$ cat src/rtl/frame_sequencer.sv
// Per-frame sequencer: clear -> draw -> drain -> vsync wait -> swap, driving the
// depth-tested write pipeline and stalling pixels that hit an in-flight depth write.
module frame_sequencer #(
  parameter int                         FB_ADDR_WIDTH   = 16,
  parameter int                         FB_BIT_WIDTH    = 16,
  parameter int                         DEPTH_BIT_WIDTH = 16,
  parameter int                         FB_SIZE         = 57600,
  parameter int                         HAZARD_DEPTH    = 5,
  parameter logic [FB_BIT_WIDTH-1:0]    CLEAR_COLOR     = '0,
  parameter logic [DEPTH_BIT_WIDTH-1:0] CLEAR_DEPTH     = 16'hFFFF
) (
  input  logic                       clk_in,
  input  logic                       rst_in,
  input  logic                       frame_start_in,
  input  logic                       vsync_in,
  input  logic                       raster_done_in,
  input  logic                       px_valid_in,
  input  logic [FB_ADDR_WIDTH-1:0]   px_addr_in,
  input  logic [FB_BIT_WIDTH-1:0]    px_color_in,
  input  logic [DEPTH_BIT_WIDTH-1:0] px_depth_in,
  output logic                       px_ready_out,
  output logic                       drawing_out,
  output logic                       fb_we_out,
  output logic                       dp_we_out,
  output logic                       dp_re_out,
  output logic                       fb_front_out,
  output logic [FB_ADDR_WIDTH-1:0]   fb_addr_out,
  output logic [FB_ADDR_WIDTH-1:0]   dp_addr_out,
  output logic [FB_BIT_WIDTH-1:0]    fb_value_out,
  output logic [DEPTH_BIT_WIDTH-1:0] dp_value_out,
  output logic                       front_sel_out,
  output logic                       busy_out,
  output logic                       frame_done_out,
  output logic [2:0]                 state_out
);

  typedef enum logic [2:0] {
    S_IDLE       = 3'd0,
    S_CLEAR      = 3'd1,
    S_DRAW       = 3'd2,
    S_DRAIN      = 3'd3,
    S_WAIT_VSYNC = 3'd4,
    S_SWAP       = 3'd5
  } state_e;

  typedef struct packed {
    logic                       drawing;
    logic                       fb_we;
    logic                       dp_we;
    logic                       dp_re;
    logic                       front;
    logic [FB_ADDR_WIDTH-1:0]   addr;
    logic [FB_BIT_WIDTH-1:0]    color;
    logic [DEPTH_BIT_WIDTH-1:0] depth;
  } beat_t;

  // A repeated address is held off until HAZARD_DEPTH cycles after its previous
  // acceptance, so the window holds the HAZARD_DEPTH-1 prior acceptances.
  localparam int                     HIST       = HAZARD_DEPTH - 1;
  localparam logic [FB_ADDR_WIDTH-1:0] CLEAR_LAST = FB_ADDR_WIDTH'(FB_SIZE - 1);
  localparam logic [FB_ADDR_WIDTH-1:0] DRAIN_LAST = FB_ADDR_WIDTH'(HAZARD_DEPTH - 1);

  state_e                               state_q, state_d;
  logic [FB_ADDR_WIDTH-1:0]             cnt_q, cnt_d;
  logic [HIST-1:0]                      hv_q, hv_d;
  logic [HIST-1:0][FB_ADDR_WIDTH-1:0]   ha_q, ha_d;
  beat_t                                beat_q, beat_d;
  logic                                 front_sel_q, front_sel_d;
  logic                                 done_q, done_d;
  logic                                 hazard;
  logic                                 accept;

  always_comb begin
    hazard = 1'b0;
    for (int i = 0; i < HIST; i++) begin
      if (hv_q[i] && (ha_q[i] == px_addr_in)) hazard = 1'b1;
    end
  end

  assign px_ready_out = (state_q == S_DRAW) && !hazard;
  assign accept       = px_valid_in && px_ready_out;

  // NOTE: every signal written here gets a default first so no path leaves it unassigned (no latches).
  always_comb begin
    state_d     = state_q;
    cnt_d       = cnt_q;
    front_sel_d = front_sel_q;
    done_d      = 1'b0;
    beat_d         = beat_q;
    beat_d.drawing = 1'b0;
    beat_d.fb_we   = 1'b0;
    beat_d.dp_we   = 1'b0;
    beat_d.dp_re   = 1'b0;
    hv_d[0] = accept;
    ha_d[0] = px_addr_in;
    for (int i = 1; i < HIST; i++) begin
      hv_d[i] = hv_q[i-1];
      ha_d[i] = ha_q[i-1];
    end

    unique case (state_q)
      S_IDLE: begin
        if (frame_start_in) begin
          cnt_d   = '0;
          state_d = S_CLEAR;
        end
      end
      S_CLEAR: begin
        beat_d = '{drawing: 1'b0, fb_we: 1'b1, dp_we: 1'b1, dp_re: 1'b0,
                   front: ~front_sel_q, addr: cnt_q,
                   color: CLEAR_COLOR, depth: CLEAR_DEPTH};
        cnt_d  = cnt_q + FB_ADDR_WIDTH'(1);
        if (cnt_q == CLEAR_LAST) begin
          state_d = S_DRAW;
          hv_d    = '0;
        end
      end
      S_DRAW: begin
        if (accept) begin
          beat_d = '{drawing: 1'b1, fb_we: 1'b1, dp_we: 1'b1, dp_re: 1'b1,
                     front: ~front_sel_q, addr: px_addr_in,
                     color: px_color_in, depth: px_depth_in};
        end
        if (raster_done_in) begin
          cnt_d   = '0;
          state_d = S_DRAIN;
        end
      end
      S_DRAIN: begin
        cnt_d = cnt_q + FB_ADDR_WIDTH'(1);
        if (cnt_q == DRAIN_LAST) state_d = S_WAIT_VSYNC;
      end
      S_WAIT_VSYNC: begin
        if (vsync_in) state_d = S_SWAP;
      end
      S_SWAP: begin
        front_sel_d = ~front_sel_q;
        done_d      = 1'b1;
        state_d     = S_IDLE;
      end
      default: state_d = S_IDLE;
    endcase
  end

  // NOTE: sequential state uses non-blocking assignments so all registers update together at the edge.
  always_ff @(posedge clk_in) begin
    if (rst_in) begin
      state_q     <= S_IDLE;
      cnt_q       <= '0;
      hv_q        <= '0;
      beat_q      <= '0;
      front_sel_q <= 1'b0;
      done_q      <= 1'b0;
    end else begin
      state_q     <= state_d;
      cnt_q       <= cnt_d;
      hv_q        <= hv_d;
      beat_q      <= beat_d;
      front_sel_q <= front_sel_d;
      done_q      <= done_d;
    end
  end

  // NOTE: history addresses are not reset; they are ignored while their valid bit is clear.
  always_ff @(posedge clk_in) begin
    ha_q <= ha_d;
  end

  assign drawing_out    = beat_q.drawing;
  assign fb_we_out      = beat_q.fb_we;
  assign dp_we_out      = beat_q.dp_we;
  assign dp_re_out      = beat_q.dp_re;
  assign fb_front_out   = beat_q.front;
  assign fb_addr_out    = beat_q.addr;
  assign dp_addr_out    = beat_q.addr;
  assign fb_value_out   = beat_q.color;
  assign dp_value_out   = beat_q.depth;
  assign front_sel_out  = front_sel_q;
  assign busy_out       = (state_q != S_IDLE);
  assign frame_done_out = done_q;
  assign state_out      = state_q;

endmodule

$ cat config.mk
export PLATFORM = sky130hd
export DESIGN_NAME = frame_sequencer
export DESIGN_NICKNAME = d
export VERILOG_FILES = /design/src/rtl/frame_sequencer.sv
export SDC_FILE = /design/constraint.sdc
export NUM_CORES = 1
export LEC_CHECK = 0
export ABC_AREA = 1
export CAP_MARGIN = 15
export CORE_MARGIN = 2
export CORE_UTILIZATION = 50
export DETAILED_ROUTE_END_ITERATION = 12
export PLACE_DENSITY_LB_ADDON = 0.2
export SETUP_SLACK_MARGIN = 0.2
export SYNTH_ARGS = -nofsm -noshare
export SYNTH_HDL_FRONTEND = slang
export SYNTH_SLANG_ARGS = --single-unit
$ cat constraint.sdc
create_clock -name clk_in -period 2.1 [get_ports clk_in]
set_clock_uncertainty 0.05 [all_clocks]
set_input_delay 0.315 -clock clk_in [delete_from_list [all_inputs] [get_ports clk_in]]
set_output_delay 0.315 -clock clk_in [all_outputs]
set_load 0.05 [all_outputs]
Yosys cells after proc, flatten, opt, wreduce, memory -nomap -nowiden

Index checks and enable logic that the tools add are counted.

Memory bits (writable): 0
Memories kept: 0
Word-level logic and storage cells: 69
Flip-flop bits (word level): 142
Bits in read-only memories: 0
Bits in latches: 0
Input port bits: 54

Divide/modulo/power cells: 0
Eq/ne operators: 17
Bitwise logic cells: 1
Shifts and indexed selects: 0
Add/sub/neg operators: 1
Muxes and demuxes: 18
$lt $le $gt $ge: 0
Reduce and logical (&&, ||, !) cells: 15
Multipliers: 0

Operator list:

| cell                                                 | count |
|---|---|
| one-hot mux 53 bit (2 select lines)                  | 1 |
| equality test 16 bit                                 | 4 |
| two-way mux 53 bit                                   | 1 |
| one-hot mux 16 bit (3 select lines)                  | 1 |
| two-way mux 16 bit                                   | 2 |
| adder 16 x 1 -> 16 bit, second input constant        | 1 |
| equality test 16 bit, second input constant          | 1 |
| equality test 16 x 3 -> 1 bit, second input constant | 1 |
| two-way mux 3 bit                                    | 5 |
| one-hot mux 3 bit (5 select lines)                   | 1 |
| inequality test 2 bit, second input constant         | 6 |
| two-way mux 4 bit                                    | 2 |
| equality test 3 x 2 -> 1 bit, second input constant  | 2 |
| equality test 3 bit, second input constant           | 2 |
| logical AND 1 bit                                    | 6 |
| nonzero test 3 bit                                   | 2 |
| two-way mux 1 bit                                    | 5 |
| AND reduction 5 bit                                  | 1 |
| equality test 3 x 1 -> 1 bit, second input constant  | 1 |
| logical NOT 3 bit                                    | 1 |
| AND reduction 3 bit                                  | 1 |
| AND reduction 2 bit                                  | 1 |
| nonzero test 2 bit                                   | 1 |
| OR reduction 2 bit                                   | 1 |
| other kinds (2)                                      | 2 |

Logic depth before layout (Yosys ltp)

Word-level depth: 11
Depth in mapped cells: 16

Worst setup path after synthesis

No wires, ideal clock.

Path kind: reg2out
Start point: register state_q[1], in the netlist state_out[1]
End point: output port px_ready_out
Arrival time: 2.362 ns
Stages on the path, launching flop included: 5
Setup slack: -0.627 ns
Path buffers: 0
Path through: dfxtp_1 > inv_1 > nor3_1 > nand2_2 > nor3_1

Longest elaborated chain between the ends: 2

RTL lines:

| what                         | line | RTL |
|---|---|---|
| start, declared              | 63   | `state_e state_q, state_d;` |
| start signal, assigned       | 155  | `state_q <= state_d;` |
| equality test 3 x 2 -> 1 bit | 80   | `assign px_ready_out = (state_q == S_DRAW) && !hazard;` |
| logical AND 1 bit            | 80   |  |
| end, declared                | 21   | `output logic px_ready_out,` |

No other way between the ends.

Final worst setup path

Start point: register state_q[0], in the netlist state_out[0]
End point: register beat_q (netlist bit fb_value_out[4])

Longest elaborated chain between the ends: 5

RTL lines:

| what                            | line    | RTL |
|---|---|---|
| equality test 3 x 2 -> 1 bit    | 80, 101 |  |
| logical AND 1 bit               | 80      |  |
| logical AND 1 bit               | 81      | `assign accept = px_valid_in && px_ready_out;` |
| inequality test 2 bit (no line) | n/a     |  |
| AND reduction 2 bit (no line)   | n/a     |  |
| end signal, assigned            | 158     | `beat_q <= beat_d;` |
| end, declared                   | 67      | `beat_t beat_q, beat_d;` |

Several ways; a longest one is shown, not always the timed one.
A chain may end at the register's enable or synchronous reset.

==> reports/metrics.yaml <==
ir_drop_uv: 1040
die_h_um: 112
netlist_area_sq_um: 5870
holdWs_ns: 0.181
syn-num-nets: 873
path_max_fanout: 18
grt_max_degree: 20
critPathCaptureType: "register"
synth_edf_count: 0
postSynthCellCount: 817
syn_area_per_cell_sq_um: 7.19
worstSetupPathType: "reg -> reg"
ys_seq_area_frac: 0.477
ant_nets: 0
finalCriticalPeriod_ns: 2.14
dieArea_sq_um: 12600
drt_wl_total_um: 16700
die_x_um: 112
clock-sinks: 140
cts_max_level: 4
layout_commonest_cell: "nand2_1"
grt_pass1_vias: 5267
crit_top_cell: "inv_2"
cp.arrival_ns: 2.40
maxSlewViolCount: 0
track_usage: 0.249
outcome: "finished, violations left"
num-nets-final: 1056
ys_ff_latch: 140
start_kind: "register"
synthFlopType: "dfxtp_1"
place_hpwl_um: 10200
violations: "negative setup slack"
diodes: 0
clk_pin_slew_ns: 0.06
post-route-period-util: 1.02
ctsRootBufferMaster: "clkbuf_16"
numCtsBuffers: 17
crit_buf_inv: 7
critPathTopFamily: "buffers and inverters"
leakage_nw: 4.39
final-setup-viol-count: 4
fmax_mhz: 468
start_util: 0.514
core_sq_um: 11400
powerDensity_nw_per_um2: 1090
io-pin-count: 130
grt_pass1_wl_um: 25000
routabilityCongestion: 0.895
tritoncts: "done"
port_buffers: 129
setup_ws_ns: -0.0387
cp_slowest_stage_delay_ns: 0.32
synth_top_area_frac: 0.477
finalSetupTns_ns: -0.0814
avgViaCountPerCell: 4.99
synthTopCellsByArea: "dfxtp_1 48%, nand2_1 21%, inv_1 4.9%, nor2_1 3.8%, nand4_1 2.9%"
critPathSlowestCell: "dfxtp_2"
final_cell_mix: "293 x nand2_1, 116 x dfxtp_1, 87 x dlygate4sd2_1"
ys_types: 39
via_count: 5750
stdcell_area_sq_um: 8670
hold_violations: 0
drive_above_1_share: 0.227
grt_setup_unrepaired: "yes"
ys_warn_count: 0
wl_per_cell_um: 14.5
worst_pin_slew_ns: 0.546
drc: 0
place_area_sq_um: 7500
relSlewSlack: 0.638
grt_overflow: 0
synthArstFlopShare: 0
path_cells: "buf_4 -> inv_2 -> nor2_1 -> inv_2 -> nor2_1 -> inv_2 -> nand2_8 -> nor2_8 -> buf_12 -> buf_12 -> buf_16 -> nand2_1 -> nand2_1"
yosys.area.top_type: "dfxtp_1"
drtIter0Drc: 354
cp.required_ns: 2.36
firstDrtPassIters: 5
utilization: 0.759
min_path_type: "in -> reg"
antenna_found_initial: 0
syn_to_final_growth_pct: 47.7
num_rows: 39
clock_latency_ns: 0.42
max_cap_violations: 0
clk_path_buf_depth: 2
## metrics by stage
stage | std cells | power [mW] | setup WS [ns]
after CTS | 1144 | 8.99 | -0.0281
after global routing | 1152 | 9.86 | -0.105
final | 1152 | 9.45 | -0.0387
after floorplan | 817 | 5.12 | 0.204
after detailed placement | 1097 | 6.14 | -0.817
after global placement | 1097 | 6.13 | -0.797
## logic make-up after synthesis
logic type | after synthesis | share of synthesized area
and+or+nand+nor | 481 | 0.345
buffers and inverters | 130 | 0.102
DFF | 140 | 0.477
adders and majority gates | 2 | 0.00426
AOI/OAI and AO/OA | 47 | 0.0452
xor gates and xnor gates | 17 | 0.0254
## registers in the layout, summed over array words and instances (netlist names)
signal and count:
fb_front_out 1, drawing_out 1, fb_we_out 1, ha_d 48
frame_done_out 1, dp_value_out 16, hv_q 4, state_out 3
dp_addr_out 16, ha_q 16, front_sel_out 1, fb_value_out 16
cnt_q 16
## layout make-up
class | count | area, sq um
Sequential cell | 140 | 2840
Clock inverter | 2 | 10.0
Tap cell | 143 | 179
Multi-Input combinational cell | 548 | 2760
Inverter | 88 | 333
Fill cell | 859 | 2750
Clock buffer | 26 | 509
Timing Repair Buffer | 205 | 2040
## report_power, final
| group | total, mW | internal (mW) | switching [mW] |
|---|---|---|---|
| combinational | 3.58 | 1.34 | 2.24 |
| clock | 2.70 | 1.64 | 1.06 |
| sequential | 3.17 | 2.96 | 0.212 |
| total | 9.45 | 5.94 | 3.51 |
## cells in the mapped netlist, types with 9 or more instances
cell,n
a21oi_1,15
buf_2,10
buf_4,18
dfxtp_1,140
inv_1,76
inv_2,9
nand2_1,331
nand3_1,31
nand4_1,27
nor2_1,59
nor3_1,13
o21ai_0,19
xnor2_1,12
## what timing repair did
action                                  CTS  global route
resized for setup                       125           108
gates cloned                              4             2
pin swaps                                26            40
endpoints found under the setup margin  132            63
setup buffers                            15             6
hold buffers                              0             0
## worst paths after layout
path                               startpoint         endpoint  slack [ns]  cells after the start
worst max-delay path             state_out[0]  fb_value_out[4]       -0.04                     13
worst min-delay path            px_addr_in[4]         ha_d[20]        0.18                      1
worst max register to register   state_out[0]  fb_value_out[4]       -0.04                     13
worst min register to register       ha_d[61]         ha_q[61]        0.29                      0
## per-layer routing
layer  GRT usage  wire (um)  up-vias
li1            -          -     2885
met1       0.305       6940     2619
met2       0.398       8060      210
met3      0.0896       1230       36
met4       0.109        434        0
met5           0          0        -
(Power assumes the default switching activity.)
